[src/rtl/uart_pkg.sv]
// Shared UART port definitions: FSM state encoding, register addresses and status-word packing.
// Also used by MemoryModule for address decode.
package uart_pkg;

    localparam logic [15:0] UART_DATA_ADDR   = 16'hBF00;
    localparam logic [15:0] UART_STAT_ADDR   = 16'hBF01;
    localparam int unsigned UART_STROBE_CYC  = 2;
    localparam int unsigned UART_TIMEOUT_CYC = 1024;

    typedef enum logic [2:0] {
        IDLE     = 3'd0,
        RD_LOW   = 3'd1,
        RD_END   = 3'd2,
        WR_SETUP = 3'd3,
        WR_LOW   = 3'd4,
        WR_TBRE  = 3'd5,
        WR_TSRE  = 3'd6,
        WR_END   = 3'd7
    } uart_state_e;

    // Status word: bit1 = rx byte waiting, bit0 = transmitter fully drained.
    function automatic logic [15:0] uart_status(input logic rx_rdy, input logic tx_rdy);
        return {14'b0, rx_rdy, tx_rdy};
    endfunction

endpackage

[src/rtl/uart_port_ctrl_sync2.sv]
// Two-flop synchronizer for a single asynchronous level; one cycle of metastability settling, no backpressure.
// Resets to 0 so an idle CPLD line reads as "not ready" right after reset.
module sync2 (
    input  logic i_clk,
    input  logic i_rst_n,
    input  logic i_d,
    output logic o_q
);

    logic r_meta;
    logic r_q;

    always_ff @(posedge i_clk or negedge i_rst_n) begin
        if (!i_rst_n) begin
            r_meta <= 1'b0;
            r_q    <= 1'b0;
        end else begin
            r_meta <= i_d;
            r_q    <= r_meta;
        end
    end

    assign o_q = r_q;

endmodule

[src/rtl/uart_port_ctrl.sv]
// MEM-stage controller for the CPLD UART on the shared ram1_data bus; data reads finish STROBE_CYC+1 cycles after acceptance.
// Holds o_no_stop low (pipeline clock frozen) through strobes and tx drain; status accesses complete combinationally.
module uart_port_ctrl
    import uart_pkg::*;
#(
    parameter logic [15:0] DATA_ADDR   = UART_DATA_ADDR,
    parameter logic [15:0] STAT_ADDR   = UART_STAT_ADDR,
    parameter int unsigned STROBE_CYC  = UART_STROBE_CYC,
    parameter int unsigned TIMEOUT_CYC = UART_TIMEOUT_CYC
) (
    input  logic        i_clk,
    input  logic        i_rst_n,
    input  logic [15:0] i_addr,
    input  logic        i_mem_read,
    input  logic        i_mem_write,
    input  logic [15:0] i_wdata,
    output logic [15:0] o_rdata,
    output logic        o_done,
    output logic        o_no_stop,
    output logic        o_uart_sel,
    output logic        o_ram1_en_n,
    output logic        o_bus_oe,
    output logic [15:0] o_bus_dout,
    input  logic [15:0] i_bus_din,
    input  logic        i_data_ready,
    input  logic        i_tbre,
    input  logic        i_tsre,
    output logic        o_rdn,
    output logic        o_wrn
);

    localparam int SCW = (STROBE_CYC  > 1) ? $clog2(STROBE_CYC)  : 1;
    localparam int TOW = (TIMEOUT_CYC > 1) ? $clog2(TIMEOUT_CYC) : 1;
    localparam logic [SCW-1:0] STRB_LAST = SCW'(STROBE_CYC - 1);
    localparam logic [TOW-1:0] TMO_LAST  = TOW'(TIMEOUT_CYC - 1);

    uart_state_e    r_state;
    uart_state_e    w_state_nxt;
    logic           r_guard;
    logic [SCW-1:0] r_strb_cnt;
    logic [TOW-1:0] r_tmo_cnt;
    logic [15:0]    r_rdata;

    logic w_dr_s;
    logic w_tbre_s;
    logic w_tsre_s;
    logic w_is_data;
    logic w_is_stat;
    logic w_stat_acc;
    logic w_stat_rd;
    logic w_rd_req;
    logic w_wr_req;
    logic w_accept;
    logic w_strb_last;
    logic w_tmo;
    logic w_strobe_st;
    logic w_wait_st;
    logic w_rdn;
    logic w_wrn;
    logic w_bus_oe;
    logic w_no_stop;
    logic w_done;
    logic w_unused;

    sync2 u_sync_dr   (.i_clk(i_clk), .i_rst_n(i_rst_n), .i_d(i_data_ready), .o_q(w_dr_s));
    sync2 u_sync_tbre (.i_clk(i_clk), .i_rst_n(i_rst_n), .i_d(i_tbre),       .o_q(w_tbre_s));
    sync2 u_sync_tsre (.i_clk(i_clk), .i_rst_n(i_rst_n), .i_d(i_tsre),       .o_q(w_tsre_s));

    assign w_is_data  = (i_addr == DATA_ADDR);
    assign w_is_stat  = (i_addr == STAT_ADDR);
    assign w_stat_acc = (r_state == IDLE) && w_is_stat && (i_mem_read || i_mem_write);
    assign w_stat_rd  = w_stat_acc && i_mem_read;
    // A simultaneous read and write is treated as a read.
    assign w_rd_req   = w_is_data && i_mem_read;
    assign w_wr_req   = w_is_data && i_mem_write && !i_mem_read;
    // r_guard blocks the still-held request in the IDLE cycle right after completion.
    assign w_accept   = (r_state == IDLE) && !r_guard;

    assign w_strb_last = (r_strb_cnt == STRB_LAST);
    assign w_tmo       = (r_tmo_cnt == TMO_LAST);
    assign w_strobe_st = (r_state == RD_LOW) || (r_state == WR_LOW);
    assign w_wait_st   = (r_state == WR_TBRE) || (r_state == WR_TSRE);

    always_comb begin
        w_state_nxt = r_state;
        w_rdn       = 1'b1;
        w_wrn       = 1'b1;
        w_bus_oe    = 1'b0;
        w_no_stop   = 1'b1;
        w_done      = 1'b0;
        case (r_state)
            IDLE: begin
                w_done = w_stat_acc;
                if (w_accept && w_rd_req) begin
                    w_state_nxt = RD_LOW;
                end else if (w_accept && w_wr_req) begin
                    w_state_nxt = WR_SETUP;
                end
            end
            RD_LOW: begin
                w_rdn     = 1'b0;
                w_no_stop = 1'b0;
                if (w_strb_last) begin
                    w_state_nxt = RD_END;
                end
            end
            RD_END: begin
                w_done      = 1'b1;
                w_state_nxt = IDLE;
            end
            WR_SETUP: begin
                w_bus_oe    = 1'b1;
                w_no_stop   = 1'b0;
                w_state_nxt = WR_LOW;
            end
            WR_LOW: begin
                w_wrn     = 1'b0;
                w_bus_oe  = 1'b1;
                w_no_stop = 1'b0;
                if (w_strb_last) begin
                    w_state_nxt = WR_TBRE;
                end
            end
            WR_TBRE: begin
                w_no_stop = 1'b0;
                if (w_tbre_s) begin
                    w_state_nxt = WR_TSRE;
                end else if (w_tmo) begin
                    w_state_nxt = WR_END;
                end
            end
            WR_TSRE: begin
                w_no_stop = 1'b0;
                if (w_tsre_s || w_tmo) begin
                    w_state_nxt = WR_END;
                end
            end
            WR_END: begin
                w_done      = 1'b1;
                w_state_nxt = IDLE;
            end
            default: begin
                w_state_nxt = IDLE;
            end
        endcase
    end

    always_ff @(posedge i_clk or negedge i_rst_n) begin
        if (!i_rst_n) begin
            r_state    <= IDLE;
            r_guard    <= 1'b0;
            r_strb_cnt <= '0;
            r_tmo_cnt  <= '0;
            r_rdata    <= '0;
        end else begin
            r_state <= w_state_nxt;
            r_guard <= (r_state == RD_END) || (r_state == WR_END);

            if (w_strobe_st && !w_strb_last) begin
                r_strb_cnt <= r_strb_cnt + 1'b1;
            end else begin
                r_strb_cnt <= '0;
            end

            // The drain timer is shared by both wait states and saturates rather than wrapping.
            if (w_wait_st) begin
                if (!w_tmo) begin
                    r_tmo_cnt <= r_tmo_cnt + 1'b1;
                end
            end else begin
                r_tmo_cnt <= '0;
            end

            if ((r_state == RD_LOW) && w_strb_last) begin
                r_rdata <= {8'h00, i_bus_din[7:0]};
            end
        end
    end

    assign o_rdata     = w_stat_rd ? uart_status(w_dr_s, w_tbre_s & w_tsre_s) : r_rdata;
    assign o_done      = w_done;
    assign o_no_stop   = w_no_stop;
    assign o_uart_sel  = w_is_data || w_is_stat;
    assign o_ram1_en_n = (r_state != IDLE);
    assign o_bus_oe    = w_bus_oe;
    assign o_bus_dout  = {8'h00, i_wdata[7:0]};
    assign o_rdn       = w_rdn;
    assign o_wrn       = w_wrn;

    assign w_unused = &{1'b0, i_bus_din[15:8], i_wdata[15:8]};

endmodule
[config.mk]
export PLATFORM = sky130hd
export DESIGN_NAME = uart_port_ctrl
export DESIGN_NICKNAME = d
export VERILOG_FILES = /design/src/rtl/uart_pkg.sv /design/src/rtl/uart_port_ctrl_sync2.sv /design/src/rtl/uart_port_ctrl.sv
export SDC_FILE = /design/constraint.sdc
export NUM_CORES = 1
export LEC_CHECK = 0
export CAP_MARGIN = 20
export CORE_ASPECT_RATIO = 1.75
export CORE_MARGIN = 5
export CORE_UTILIZATION = 35
export DETAILED_ROUTE_END_ITERATION = 8
export DONT_BUFFER_PORTS = 1
export SLEW_MARGIN = 20
export SYNTH_ARGS = -nofsm -noshare
export SYNTH_HDL_FRONTEND = slang
export SYNTH_SLANG_ARGS = --single-unit
[constraint.sdc]
create_clock -name i_clk -period 2.6 [get_ports i_clk]
set_input_delay 0.26 -clock i_clk [delete_from_list [all_inputs] [get_ports i_clk]]
set_output_delay 0.26 -clock i_clk [all_outputs]
set_load 0.05 [all_outputs]
==> Implementation_results.wiki <==
{| class="wikitable"
! Metric !! Value
|-
| Result of the run || finished, final reports clean
|-
| Net count, final || 240
|-
| Number of synthesized flops with an enable pin || 0
|-
| Number of hold violations in the final report || 0
|-
| Starting DRC count in detailed routing || 17
|-
| Area share of the leading cell type in the synthesized netlist || 44.1%
|-
| Total clock buffers created by CTS || 5
|-
| Number of antenna violations at the first check in global routing || 0
|-
| Final critical path time including I/O delays and setup || 2370 ps
|-
| Skew final || 4.15 ps
|-
| Setup crit start kind || register
|-
| Largest family of logic cells by synthesized area || simple AND/OR/NAND/NOR gates
|-
| Leakage || 0.900 nW
|-
| Worst R2R Setup Slack || 610 ps
|-
| Clk root buf || clkbuf_8
|-
| Fraction of the mapped netlist area in simple logic gates || 22.1%
|-
| Insertion delay of the later-clocked pin in the worst-skew pair || 280 ps
|-
| First element of the critical path || r_state[0]
|-
| Combined buffer and inverter count along the critical path || 1
|-
| Sink Count || 29
|-
| Dpl hpwl || 2500 µm
|-
| Hold bufs inserted after CTS || 5
|-
| Predominant post-synthesis flop cell || dfrtp_1
|-
| Detailed-route vias per instance || 4.99
|-
| Number of primary I/O pins || 94
|-
| Overall global routing resource usage || 11.0%
|-
| Worst slack at placement || 464 ps
|-
| Final setup fails || 0
|-
| Most frequent cells after synthesis || 29 x dfrtp_1, 24 x buf_4, 13 x nand2_1, 11 x nor2_1, 8 x inv_1
|-
| Max stage delay cell, worst path || or3_1
|-
| # rows || 33
|-
| Unrepaired setup endpoints after global routing || no
|-
| Sequential cell area fraction in the yosys report || 44.1%
|-
| Slew Viols, Final || 0
|-
| IO Port Bufs || 0
|-
| CP Cell Sequence || or3_1 -> nor3_1 -> and3_1 -> mux2_1 -> buf_4
|-
| DR pass1 iterations || 3
|-
| CTS clk-pin slew, worst paths || 60 ps
|-
| Critical Setup Path Class || reg2out
|-
| Final WS setup || 229 ps
|-
| Post-synthesis cell area || 0.00165 mm²
|-
| Fraction of synthesized cell area in xor and xnor cells || 2.66%
|-
| Final cell count without fillers || 237
|-
| Cell type with the largest total area after synthesis || dfrtp_1
|-
| Number of distinct library cells after synthesis || 38
|-
| CTS max path bufs || 2
|-
| Required time of the critical path || 2340 ps
|-
| Largest net degree at the start of global routing || 30
|-
| Total number of vias || 1183
|-
| Post-CTS repair timing setup buffer count || 0
|-
| Max rail drop VDD || 0.000733 V
|-
| Sort of element at the end of the critical path || primary output
|-
| Hold path startpoint || i_bus_din[0]
|-
| Family with the most delay on the worst path || simple AND/OR/NAND/NOR gates
|-
| Area grow syn2layout || 15.2%
|-
| Number of filler cells placed in the layout || 468
|-
| Count of max-cap constraint violations || 0
|-
| Delay of the slowest critical-path stage || 410 ps
|-
| Worst-path fanout max || 3
|-
| Remaining routing DRC violations || 0
|-
| Period utilisation layout || 91.2%
|-
| Area of the core || 0.00462 mm²
|-
| Share of the synthesized area in compound gates (AO/OA/AOI/OAI) || 7.91%
|-
| Number of warnings printed during yosys synthesis || 0
|-
| Via count of the first global-routing pass || 1186
|-
| Number of antenna repair diodes || 0
|-
| Synthesized area per cell || 9.68 µm²
|-
| Routed wire length || 3200 µm
|-
| Total die area || 0.00623 mm²
|-
| Final ANT Viol Nets || 0
|-
| Die X || 61.8 µm
|-
| Data arrival, critical path || 2110 ps
|-
| Cells after Synth || 170
|-
| Cell types with the largest area share after synthesis || dfrtp_1 44%, buf_4 11%, mux2_2 4.8%, nand2_1 3.0%, nor2b_1 2.7%
|-
| Starting density of the core || 35.6%
|-
| R2r startpoint || r_tmo_cnt[0]
|-
| Multi-input combinational cell area || 741 µm²
|-
| Most used standard cell by instance count after synthesis || dfrtp_1
|-
| Achievable clock frequency || 0.422 GHz
|-
| Die height || 101 µm
|-
| Hold WC Path Type || in2reg
|-
| First-pass GRT wire length || 5060 µm
|-
| Share of cells above drive strength 1 || 20.0%
|-
| Share of flip-flops with an asynchronous set or reset || 100%
|-
| Footprint of the flip-flops and latches || 726 µm²
|-
| Clock H-tree levels || 2
|-
| Total global routing overflow || 0
|-
| CTS tree || built
|-
| Post-cts resize count || 0
|-
| Multiplexer share of the synthesized area || 7.30%
|-
| Count of state elements after synthesis || 29
|-
| Weighted congestion reported at the end of routability-driven placement || 0.787
|-
| Routed wire per std cell || 13.5 µm
|-
| Fraction of the mapped netlist area in adder cells || 0.760%
|-
| Placed instance count || 224
|-
| Post-Route Setup TNS || 0 ps
|-
| Pwr/cell area || 572 mW/mm²
|}
-- cell families after synthesis --
group	after synthesis
other	1
buffers and inverters	38
flip-flops	29
adder cells (fa/ha/maj)	1
XOR/XNOR	5
AND/OR/NAND/NOR	65
multiplexers	11
AO/OA/AOI/OAI	20
-- final cells by class --
cell class,instances,share of cell area [%]
Multi-Input combinational cell,118,39.1
Sequential cell,29,38.3
Timing Repair Buffer,22,10.6
Tap cell,52,3.43
Inverter,8,1.58
Clock inverter,3,3.43
Clock buffer,5,3.63
-- power breakdown --
group | switching, mW | internal, mW
Clock | 0.173 | 0.380
Combinational | 0.0639 | 0.0102
Sequential | 0.00166 | 0.456
Total | 0.239 | 0.847
-- registers in the layout, summed over array words and instances, names as in the netlist --
register and cells:
r_tmo_cnt 10, r_rdata 8, r_state 3, r_guard 1
r_strb_cnt 1, u_sync_dr.o_q 1, u_sync_dr.r_meta 1, u_sync_tbre.o_q 1
u_sync_tbre.r_meta 1, u_sync_tsre.o_q 1, u_sync_tsre.r_meta 1
-- final timing paths --
| path | endpoint | cells after the start |
|---|---|---|
| min | r_rdata[0] | 2 |
| max in group asynchronous | r_rdata[4] | 2 |
| min in group asynchronous | r_tmo_cnt[4] | 2 |
| max reg2reg | r_tmo_cnt[7] | 5 |
| max | o_rdata[1] | 5 |
| min reg2reg | u_sync_tbre.o_q | 0 |
-- stage by stage --
stage	hold slack (ps)	cell area, µm²	power (mW)	util [%]
finish	107	1900	1.09	41.0
global route	114	1900	1.13	41.0
CTS	97.1	1900	1.10	41.0
detailed placement	-34.6	1700	0.523	36.8
global placement	-34.4	1700	0.523	36.8
floorplan	-35.6	1710	0.574	-
-- routing by layer --
layer	GRT usage, %	routed length, µm
met1	10.7	1060
met2	19.6	1720
met3	3.21	335
met4	6.05	86
met5	0	0
-- placed cells by master (no fill, tap or decap), types with 4 or more instances in the layout --
cell type,count
nor2b_1,7
o21ai_0,4
and3_1,5
nand2_1,13
dlygate4sd3_1,4
dfrtp_1,29
mux2_2,7
conb_1,16
nor2_1,11
clkbuf_8,5
inv_1,8
nand4_1,4
nor3_1,5
buf_4,16
Note: power is estimated with default switching activity, not from simulation.
